--- src/rtl/bsm_pixel_serializer_pkg.sv ---
// Shared definitions for the background scanline pixel serializer:
// BSM entry layout, tile geometry and FSM state encoding.
package bsm_pixel_serializer_pkg;

    localparam int NUM_TILES  = 32;
    localparam int TILE_W     = 8;
    localparam int BSM_W      = 19;
    localparam int LINE_W     = 2 * TILE_W;
    localparam int COLOUR_MSB = 18;
    localparam int COLOUR_LSB = 16;
    localparam int LINE_MSB   = 15;
    localparam int LINE_LSB   = 0;

    localparam logic [4:0] LAST_TILE = 5'(NUM_TILES - 1);

    typedef enum logic [1:0] {
        ST_IDLE     = 2'd0,
        ST_PREFETCH = 2'd1,
        ST_WAIT0    = 2'd2,
        ST_ACTIVE   = 2'd3
    } bsm_state_e;

    function automatic logic [2:0] bsm_colour(input logic [BSM_W-1:0] w);
        return w[COLOUR_MSB:COLOUR_LSB];
    endfunction

    function automatic logic [LINE_W-1:0] bsm_line(input logic [BSM_W-1:0] w);
        return w[LINE_MSB:LINE_LSB];
    endfunction

endpackage

--- src/rtl/bsm_pixel_serializer_pixel_colour_map.sv ---
// Maps a 2-bit pixel and a 3-bit tile colour to 2-bit r/g/b channels;
// pixel value 00 is black regardless of colour.
module pixel_colour_map_m (
    input  logic [1:0] pix_i,
    input  logic [2:0] colour_i,
    output logic [1:0] r_o,
    output logic [1:0] g_o,
    output logic [1:0] b_o
);

    // Each colour bit gates the pixel intensity onto its channel.
    always_comb begin
        r_o = 2'b00;
        g_o = 2'b00;
        b_o = 2'b00;
        if (colour_i[2]) r_o = pix_i; else r_o = 2'b00;
        if (colour_i[1]) g_o = pix_i; else g_o = 2'b00;
        if (colour_i[0]) b_o = pix_i; else b_o = 2'b00;
    end

endmodule

--- src/rtl/bsm_pixel_serializer.sv ---
// Background pixel serializer: prefetches one BSM entry per tile, shifts out
// one 2-bit pixel per clock and drives registered r/g/b plus delayed syncs.
module bsm_pixel_serializer
    import bsm_pixel_serializer_pkg::*;
(
    input  logic              clk,
    input  logic              rst,
    input  logic [7:0]        xp,
    input  logic              hvisible,
    input  logic              vvisible,
    input  logic              hsync_in,
    input  logic              vsync_in,
    output logic              bsm_rd_en,
    output logic [4:0]        bsm_rd_idx,
    input  logic [BSM_W-1:0]  bsm_rd_data,
    output logic [1:0]        r,
    output logic [1:0]        g,
    output logic [1:0]        b,
    output logic              hsync,
    output logic              vsync
);

    bsm_state_e        state_q;
    logic [LINE_W-1:0] shift_word_q;
    logic [2:0]        colour_q;
    logic [BSM_W-1:0]  next_word_q;
    logic              rd_pend_q;
    logic              bsm_rd_en_q;
    logic [4:0]        bsm_rd_idx_q;
    logic [1:0]        r_q, g_q, b_q;
    logic              hsync_q, vsync_q;

    logic              vis_s;
    logic              load_first_s;
    logic [BSM_W-1:0]  first_word_s;
    logic [LINE_W-1:0] cur_line_s;
    logic [2:0]        cur_colour_s;
    logic [1:0]        pix_s;
    logic [1:0]        r_d, g_d, b_d;

    // Select the word feeding the current pixel; the first visible pixel
    // bypasses shift_word so it leaves on the same edge that loads it.
    always_comb begin
        vis_s        = hvisible && vvisible;
        load_first_s = (state_q == ST_WAIT0) && vis_s;
        if (rd_pend_q) first_word_s = bsm_rd_data;
        else           first_word_s = next_word_q;
        cur_line_s   = shift_word_q;
        cur_colour_s = colour_q;
        if (load_first_s) begin
            cur_line_s   = bsm_line(first_word_s);
            cur_colour_s = bsm_colour(first_word_s);
        end else begin
            cur_line_s   = shift_word_q;
            cur_colour_s = colour_q;
        end
        if (vis_s && (state_q == ST_ACTIVE || load_first_s)) pix_s = cur_line_s[LINE_W-1 -: 2];
        else                                                  pix_s = 2'b00;
    end

    pixel_colour_map_m u_colour_map (
        .pix_i    (pix_s),
        .colour_i (cur_colour_s),
        .r_o      (r_d),
        .g_o      (g_d),
        .b_o      (b_d)
    );

    // Line FSM, BSM read sequencing, shifter and registered outputs.
    always_ff @(posedge clk or negedge rst) begin
        if (!rst) begin
            state_q      <= ST_IDLE;
            shift_word_q <= '0;
            colour_q     <= 3'd0;
            next_word_q  <= '0;
            rd_pend_q    <= 1'b0;
            bsm_rd_en_q  <= 1'b0;
            bsm_rd_idx_q <= 5'd0;
            r_q          <= 2'b00;
            g_q          <= 2'b00;
            b_q          <= 2'b00;
            hsync_q      <= 1'b0;
            vsync_q      <= 1'b0;
        end else begin
            r_q         <= r_d;
            g_q         <= g_d;
            b_q         <= b_d;
            hsync_q     <= hsync_in;
            vsync_q     <= vsync_in;
            rd_pend_q   <= bsm_rd_en_q;
            bsm_rd_en_q <= 1'b0;
            if (rd_pend_q) next_word_q <= bsm_rd_data;
            case (state_q)
                ST_IDLE: begin
                    if (vvisible && !hvisible) begin
                        state_q      <= ST_PREFETCH;
                        bsm_rd_en_q  <= 1'b1;
                        bsm_rd_idx_q <= 5'd0;
                    end
                end
                ST_PREFETCH: begin
                    if (vvisible && !hvisible) state_q <= ST_WAIT0;
                    else                       state_q <= ST_IDLE;
                end
                ST_WAIT0: begin
                    if (!vvisible) begin
                        state_q <= ST_IDLE;
                    end else if (hvisible) begin
                        state_q      <= ST_ACTIVE;
                        shift_word_q <= {cur_line_s[LINE_W-3:0], 2'b00};
                        colour_q     <= cur_colour_s;
                    end
                end
                ST_ACTIVE: begin
                    if (!vis_s) begin
                        state_q <= ST_IDLE;
                    end else begin
                        if (xp[2:0] == 3'd7) begin
                            shift_word_q <= bsm_line(next_word_q);
                            colour_q     <= bsm_colour(next_word_q);
                        end else begin
                            shift_word_q <= {shift_word_q[LINE_W-3:0], 2'b00};
                        end
                        // Registered strobe: decided at pixel 4 so it is high during pixel 5.
                        if (xp[2:0] == 3'd4 && xp[7:3] != LAST_TILE) begin
                            bsm_rd_en_q  <= 1'b1;
                            bsm_rd_idx_q <= xp[7:3] + 5'd1;
                        end
                    end
                end
                default: state_q <= ST_IDLE;
            endcase
        end
    end

    assign bsm_rd_en  = bsm_rd_en_q;
    assign bsm_rd_idx = bsm_rd_idx_q;
    assign r          = r_q;
    assign g          = g_q;
    assign b          = b_q;
    assign hsync      = hsync_q;
    assign vsync      = vsync_q;

endmodule

--- config.mk ---
export PLATFORM = sky130hd
export DESIGN_NAME = bsm_pixel_serializer
export DESIGN_NICKNAME = d
export VERILOG_FILES = /design/src/rtl/bsm_pixel_serializer_pkg.sv /design/src/rtl/bsm_pixel_serializer_pixel_colour_map.sv /design/src/rtl/bsm_pixel_serializer.sv
export SDC_FILE = /design/constraint.sdc
export NUM_CORES = 1
export LEC_CHECK = 0
export BUFFER_PORTS_ARGS = -buffer_cell sky130_fd_sc_hd__buf_2
export CAP_MARGIN = 20
export CORE_MARGIN = 2
export CORE_UTILIZATION = 46
export DETAILED_ROUTE_END_ITERATION = 12
export GPL_TIMING_DRIVEN = 0
export HOLD_SLACK_MARGIN = 0.06
export PLACE_DENSITY = 0.68
export SETUP_SLACK_MARGIN = 0.02
export SLEW_MARGIN = 40
export SYNTH_ARGS = -nofsm -noshare
export SYNTH_HDL_FRONTEND = slang
export SYNTH_SLANG_ARGS = --single-unit
export TNS_END_PERCENT = 100
--- constraint.sdc ---
create_clock -name clk -period 2.2 [get_ports clk]
set_input_delay 0.44 -clock clk [delete_from_list [all_inputs] [get_ports clk]]
set_output_delay 0.44 -clock clk [all_outputs]
set_load 0.01 [all_outputs]
==> tab_implementation.tex <==
\begin{tabular}{lr}
\hline
Metric & Value \\
\hline
\multicolumn{2}{l}{\textbf{Floorplan}} \\
Die boundary height & $\sim$81 um \\
Chip width & roughly 81 um \\
Starting density of the core & a little under 50\% \\
Area of the die & 0.006513 mm\^{}2 \\
Ports placed on the boundary & between 40 and 50 \\
Core Footprint & 0.005608 mm\^{}2 \\
Cell Rows & 27 \\
\multicolumn{2}{l}{\textbf{CTS}} \\
Maximum clock path buffer count & 2 \\
H-Tree Level Count & 2 \\
Number of buffers inserted for hold repair after clock tree synthesis & 0 \\
Clock-pin slew on the worst setup and hold paths & approximately 0.1 ns \\
Number of buffers inserted during clock tree synthesis & 5 \\
Clock insertion delay at the later pin of the skew report & approximately 0.31 ns \\
Clock tree from TritonCTS & done \\
Post\_cts resized & 0 \\
CTS Sinks & between 50 and 60 \\
Root Buffer & sky130\_fd\_sc\_hd\_\_clkbuf\_8 \\
Post-CTS setup repair buffer count & 0 \\
\multicolumn{2}{l}{\textbf{Route}} \\
Mean routed wirelength per cell & 15.02 um \\
Post-detailed-route DRC marker count & 0 \\
Total via count after detailed routing & between 2k and 2.5k \\
Number of search-and-repair iterations in the first detailed-routing pass & 4 \\
Total Wirelength & slightly below 6000 um \\
Detailed router's first-iteration violation count & around 130 \\
Post-route ant nets & 0 \\
Vias per std cell & approximately 5.3 \\
\multicolumn{2}{l}{\textbf{Synth}} \\
Cells taking the most area after synthesis & sky130\_fd\_sc\_hd\_\_dfrtp\_1 51\%, sky130\_fd\_sc\_hd\_\_a21oi\_1 6.3\%, sky130\_fd\_sc\_hd\_\_o21ai\_0 4.8\% \\
Cell count after synthesis & roughly 270 \\
Commonest register cell after synthesis & sky130\_fd\_sc\_hd\_\_dfrtp\_1 \\
Part of the Yosys area used for sequential elements & roughly half \\
Avg Synthesized Cell Area & a little over 10 um\^{}2 \\
EDFF count, synth & 0 \\
Post-Syn Nets & approximately 310 \\
Post-synthesis cell type count & 36 \\
Syn Std Cell Area & approximately 0.0027 mm\^{}2 \\
Register bit count reported by yosys & between 50 and 60 \\
Proportion of netlist area held by the largest area contributor & 50.86\% \\
Largest area contributor in the netlist & sky130\_fd\_sc\_hd\_\_dfrtp\_1 \\
Fraction of registers with async set/reset & 100.0\% \\
Count of yosys warnings during synthesis & 0 \\
\multicolumn{2}{l}{\textbf{Power}} \\
Cell-internal power & 2.131 mW \\
Sequential fraction of design power & $\sim$48\% \\
PwrDens & 1007 mW/mm\^{}2 \\
Power dissipated by switching net loads & roughly 1.0 mW \\
Power share of the clock group & about 22\% \\
Part of the power in combinational logic & about 30\% \\
Static Leak & $\sim$1.6 nW \\
Switching share of power & around a third \\
Peak supply drop & around 0.00042 V \\
\multicolumn{2}{l}{\textbf{Finish}} \\
Post-route insts no fill & between 300 and 400 \\
Fraction of final layout cells sized beyond drive strength 1 & about 28\% \\
Most common cell after layout, fill and taps aside & sky130\_fd\_sc\_hd\_\_dfrtp\_1 \\
Design Area, Final & around 0.0031 mm\^{}2 \\
Area overhead of the layout relative to synthesis & 16.09\% \\
Commonest cells after routing, fill and taps aside & 55 x sky130\_fd\_sc\_hd\_\_dfrtp\_1, 48 x sky130\_fd\_sc\_hd\_\_buf\_2, 34 x sky130\_fd\_sc\_hd\_\_a21oi\_1, 26 x sky130\_fd\_sc\_hd\_\_o21ai\_0 \\
Layout Nets & 359 \\
Number of antenna repair diodes & 0 \\
\multicolumn{2}{l}{\textbf{GRT}} \\
Number of global-route vias before repair & roughly 2.1k \\
Pin count of the biggest net entering global routing & 56 \\
Total gr overflow & 0 \\
Antenna violations before repair & 0 \\
Wire length of the first global-routing pass & 10090 um \\
Gr usage total & around a fifth \\
\multicolumn{2}{l}{\textbf{Setup path}} \\
CP startpoint kind & register \\
Worst path arrival time & roughly 1.9 ns \\
Worst setup EP type & register \\
Maximum fanout count along the critical path & 10 \\
Required time at the worst-slack endpoint & $\sim$2.4 ns \\
Setup Crit Path Kind & reg2reg \\
\multicolumn{2}{l}{\textbf{Hold path}} \\
Kind of path behind the tightest hold check & in2async \\
\multicolumn{2}{l}{\textbf{Timing}} \\
Final worst hold slack & about 0.17 ns \\
Layout Skew & 0.007093 ns \\
Setup violations, final & 0 \\
Setup repair after global routing missed its margin & no \\
Number of pins with negative max-slew slack in the final report & 0 \\
Remaining max-slew budget at the tightest pin & 53.65\% \\
Setup slack after layout & around 0.49 ns \\
Setup total negative slack & 0 ns \\
Final critical-path share of the clock period & about 78\% \\
Time the final worst path needs with I/O delays and setup & about 1.7 ns \\
Worst Tran Pin Value & 0.6953 ns \\
Fmax achieved & 586.3 MHz \\
Final Hold Viols & 0 \\
\multicolumn{2}{l}{\textbf{Run}} \\
Number of max-capacitance violations reported & 0 \\
\multicolumn{2}{l}{\textbf{Placement}} \\
Placed cell count & 384 \\
Place WS & between 0.3 and 0.4 ns \\
Half-perimeter wire length of the detailed placement result & 4166 um \\
Number of input and output port buffers inserted & between 40 and 50 \\
Final weighted congestion in routability-driven placement & around 0.77 \\
Post-DP Area & 0.003024 mm\^{}2 \\
\multicolumn{2}{l}{\textbf{Run status}} \\
Status & completed \\
\hline
\end{tabular}
==> power groups by stage <==
stage                     Sequential (mW)  Combinational (mW)  Clock [mW]
after global routing                 1.56                1.09       0.763
final                                1.52               0.949       0.698
after global placement               1.52               0.926           0
after floorplan                      1.49               0.722           0
after CTS                            1.52               0.958       0.716
after detailed placement             1.54               0.953           0
==> area by class of cell <==
type	instances	area (um^2)
fillers	502	2466
flip-flops and latches	55	1376
multi-input cells	177	1160
repair buffers	45	227.7
plain buffers	15	95.09
well taps	72	90.09
clock buffers	6	82.58
inverters	20	75.07
clock inverters	2	35.03
==> cells by family (layout without fill, tap and decap cells) <==
logic type / Yosys count / after routing / synth area share, %
flip-flops: 55 / 55 / 50.86
adder cells (fa/ha/maj): 7 / 7 / 3.236
AND/OR/NAND/NOR: 79 / 79 / 17.75
AO/OA/AOI/OAI: 73 / 73 / 14.66
buffers and inverters: 35 / 88 / 6.287
multiplexers: 16 / 16 / 6.565
XOR/XNOR: 2 / 2 / 0.6474
==> sequential cells by signal (all words and copies together), names as in the netlist <==
name          count
b                 2
colour_q          3
rd_pend_q         1
hsync             1
next_word_q      19
state_q           2
r                 2
g                 2
bsm_rd_en         1
shift_word_q     16
vsync             1
bsm_rd_idx        5
==> critical path, stage by stage (launching register included) <==
cell and delay, ns:
sky130_fd_sc_hd__dfrtp_1 0.41, sky130_fd_sc_hd__inv_1 0.13, sky130_fd_sc_hd__ha_1 0.20, sky130_fd_sc_hd__buf_2 0.22
sky130_fd_sc_hd__and3_4 0.25, sky130_fd_sc_hd__buf_6 0.14, sky130_fd_sc_hd__nor2b_1 0.18, sky130_fd_sc_hd__nor3_2 0.06
==> through the flow <==
stage                     utilization, %  power, mW
after detailed placement           53.93      2.491
after CTS                          56.02      3.190
after global placement             53.88      2.448
after global routing               56.02      3.418
after floorplan                        -      2.210
final                              56.02      3.165
==> routing by layer <==
layer / track usage [%] / wire length (um)
met3: 5.169 / 256
met4: 4.068 / 40
met5: 0 / 0
met1: 27.85 / 2722
met2: 32.67 / 2868
==> cells in the mapped netlist (2+ instances only) <==
cell type / instances
sky130_fd_sc_hd__a211oi_1: 4
sky130_fd_sc_hd__a21oi_1: 34
sky130_fd_sc_hd__a22o_1: 2
sky130_fd_sc_hd__a32o_1: 2
sky130_fd_sc_hd__and3_1: 4
sky130_fd_sc_hd__buf_2: 4
sky130_fd_sc_hd__buf_4: 3
sky130_fd_sc_hd__buf_6: 3
sky130_fd_sc_hd__clkbuf_1: 5
sky130_fd_sc_hd__dfrtp_1: 55
sky130_fd_sc_hd__ha_1: 7
sky130_fd_sc_hd__inv_1: 20
sky130_fd_sc_hd__mux2_2: 6
sky130_fd_sc_hd__mux2_4: 2
sky130_fd_sc_hd__mux2i_1: 8
sky130_fd_sc_hd__nand2_1: 20
sky130_fd_sc_hd__nand2b_1: 3
sky130_fd_sc_hd__nand3_2: 2
sky130_fd_sc_hd__nor2_1: 9
sky130_fd_sc_hd__nor2b_1: 15
sky130_fd_sc_hd__nor3_1: 3
sky130_fd_sc_hd__nor3_2: 11
sky130_fd_sc_hd__nor3b_1: 2
sky130_fd_sc_hd__o21ai_0: 26
sky130_fd_sc_hd__o21ai_1: 2
sky130_fd_sc_hd__o22ai_1: 3
sky130_fd_sc_hd__or2_2: 3
==> final timing paths <==
check	startpoint	end	slack, ns	cells after the start
worst max-delay path	state_q[0]	shift_word_q[11]	0.49	7
worst min-delay path	rst	state_q[1]	0.17	1
worst max register to register	state_q[0]	shift_word_q[11]	0.49	7
worst min register to register	bsm_rd_en	rd_pend_q	0.39	0
max in group asynchronous	rst	next_word_q[5]	1.57	1
min in group clk	hsync_in	hsync	0.23	1
No activity file was read; power rests on OpenSTA's default activity.
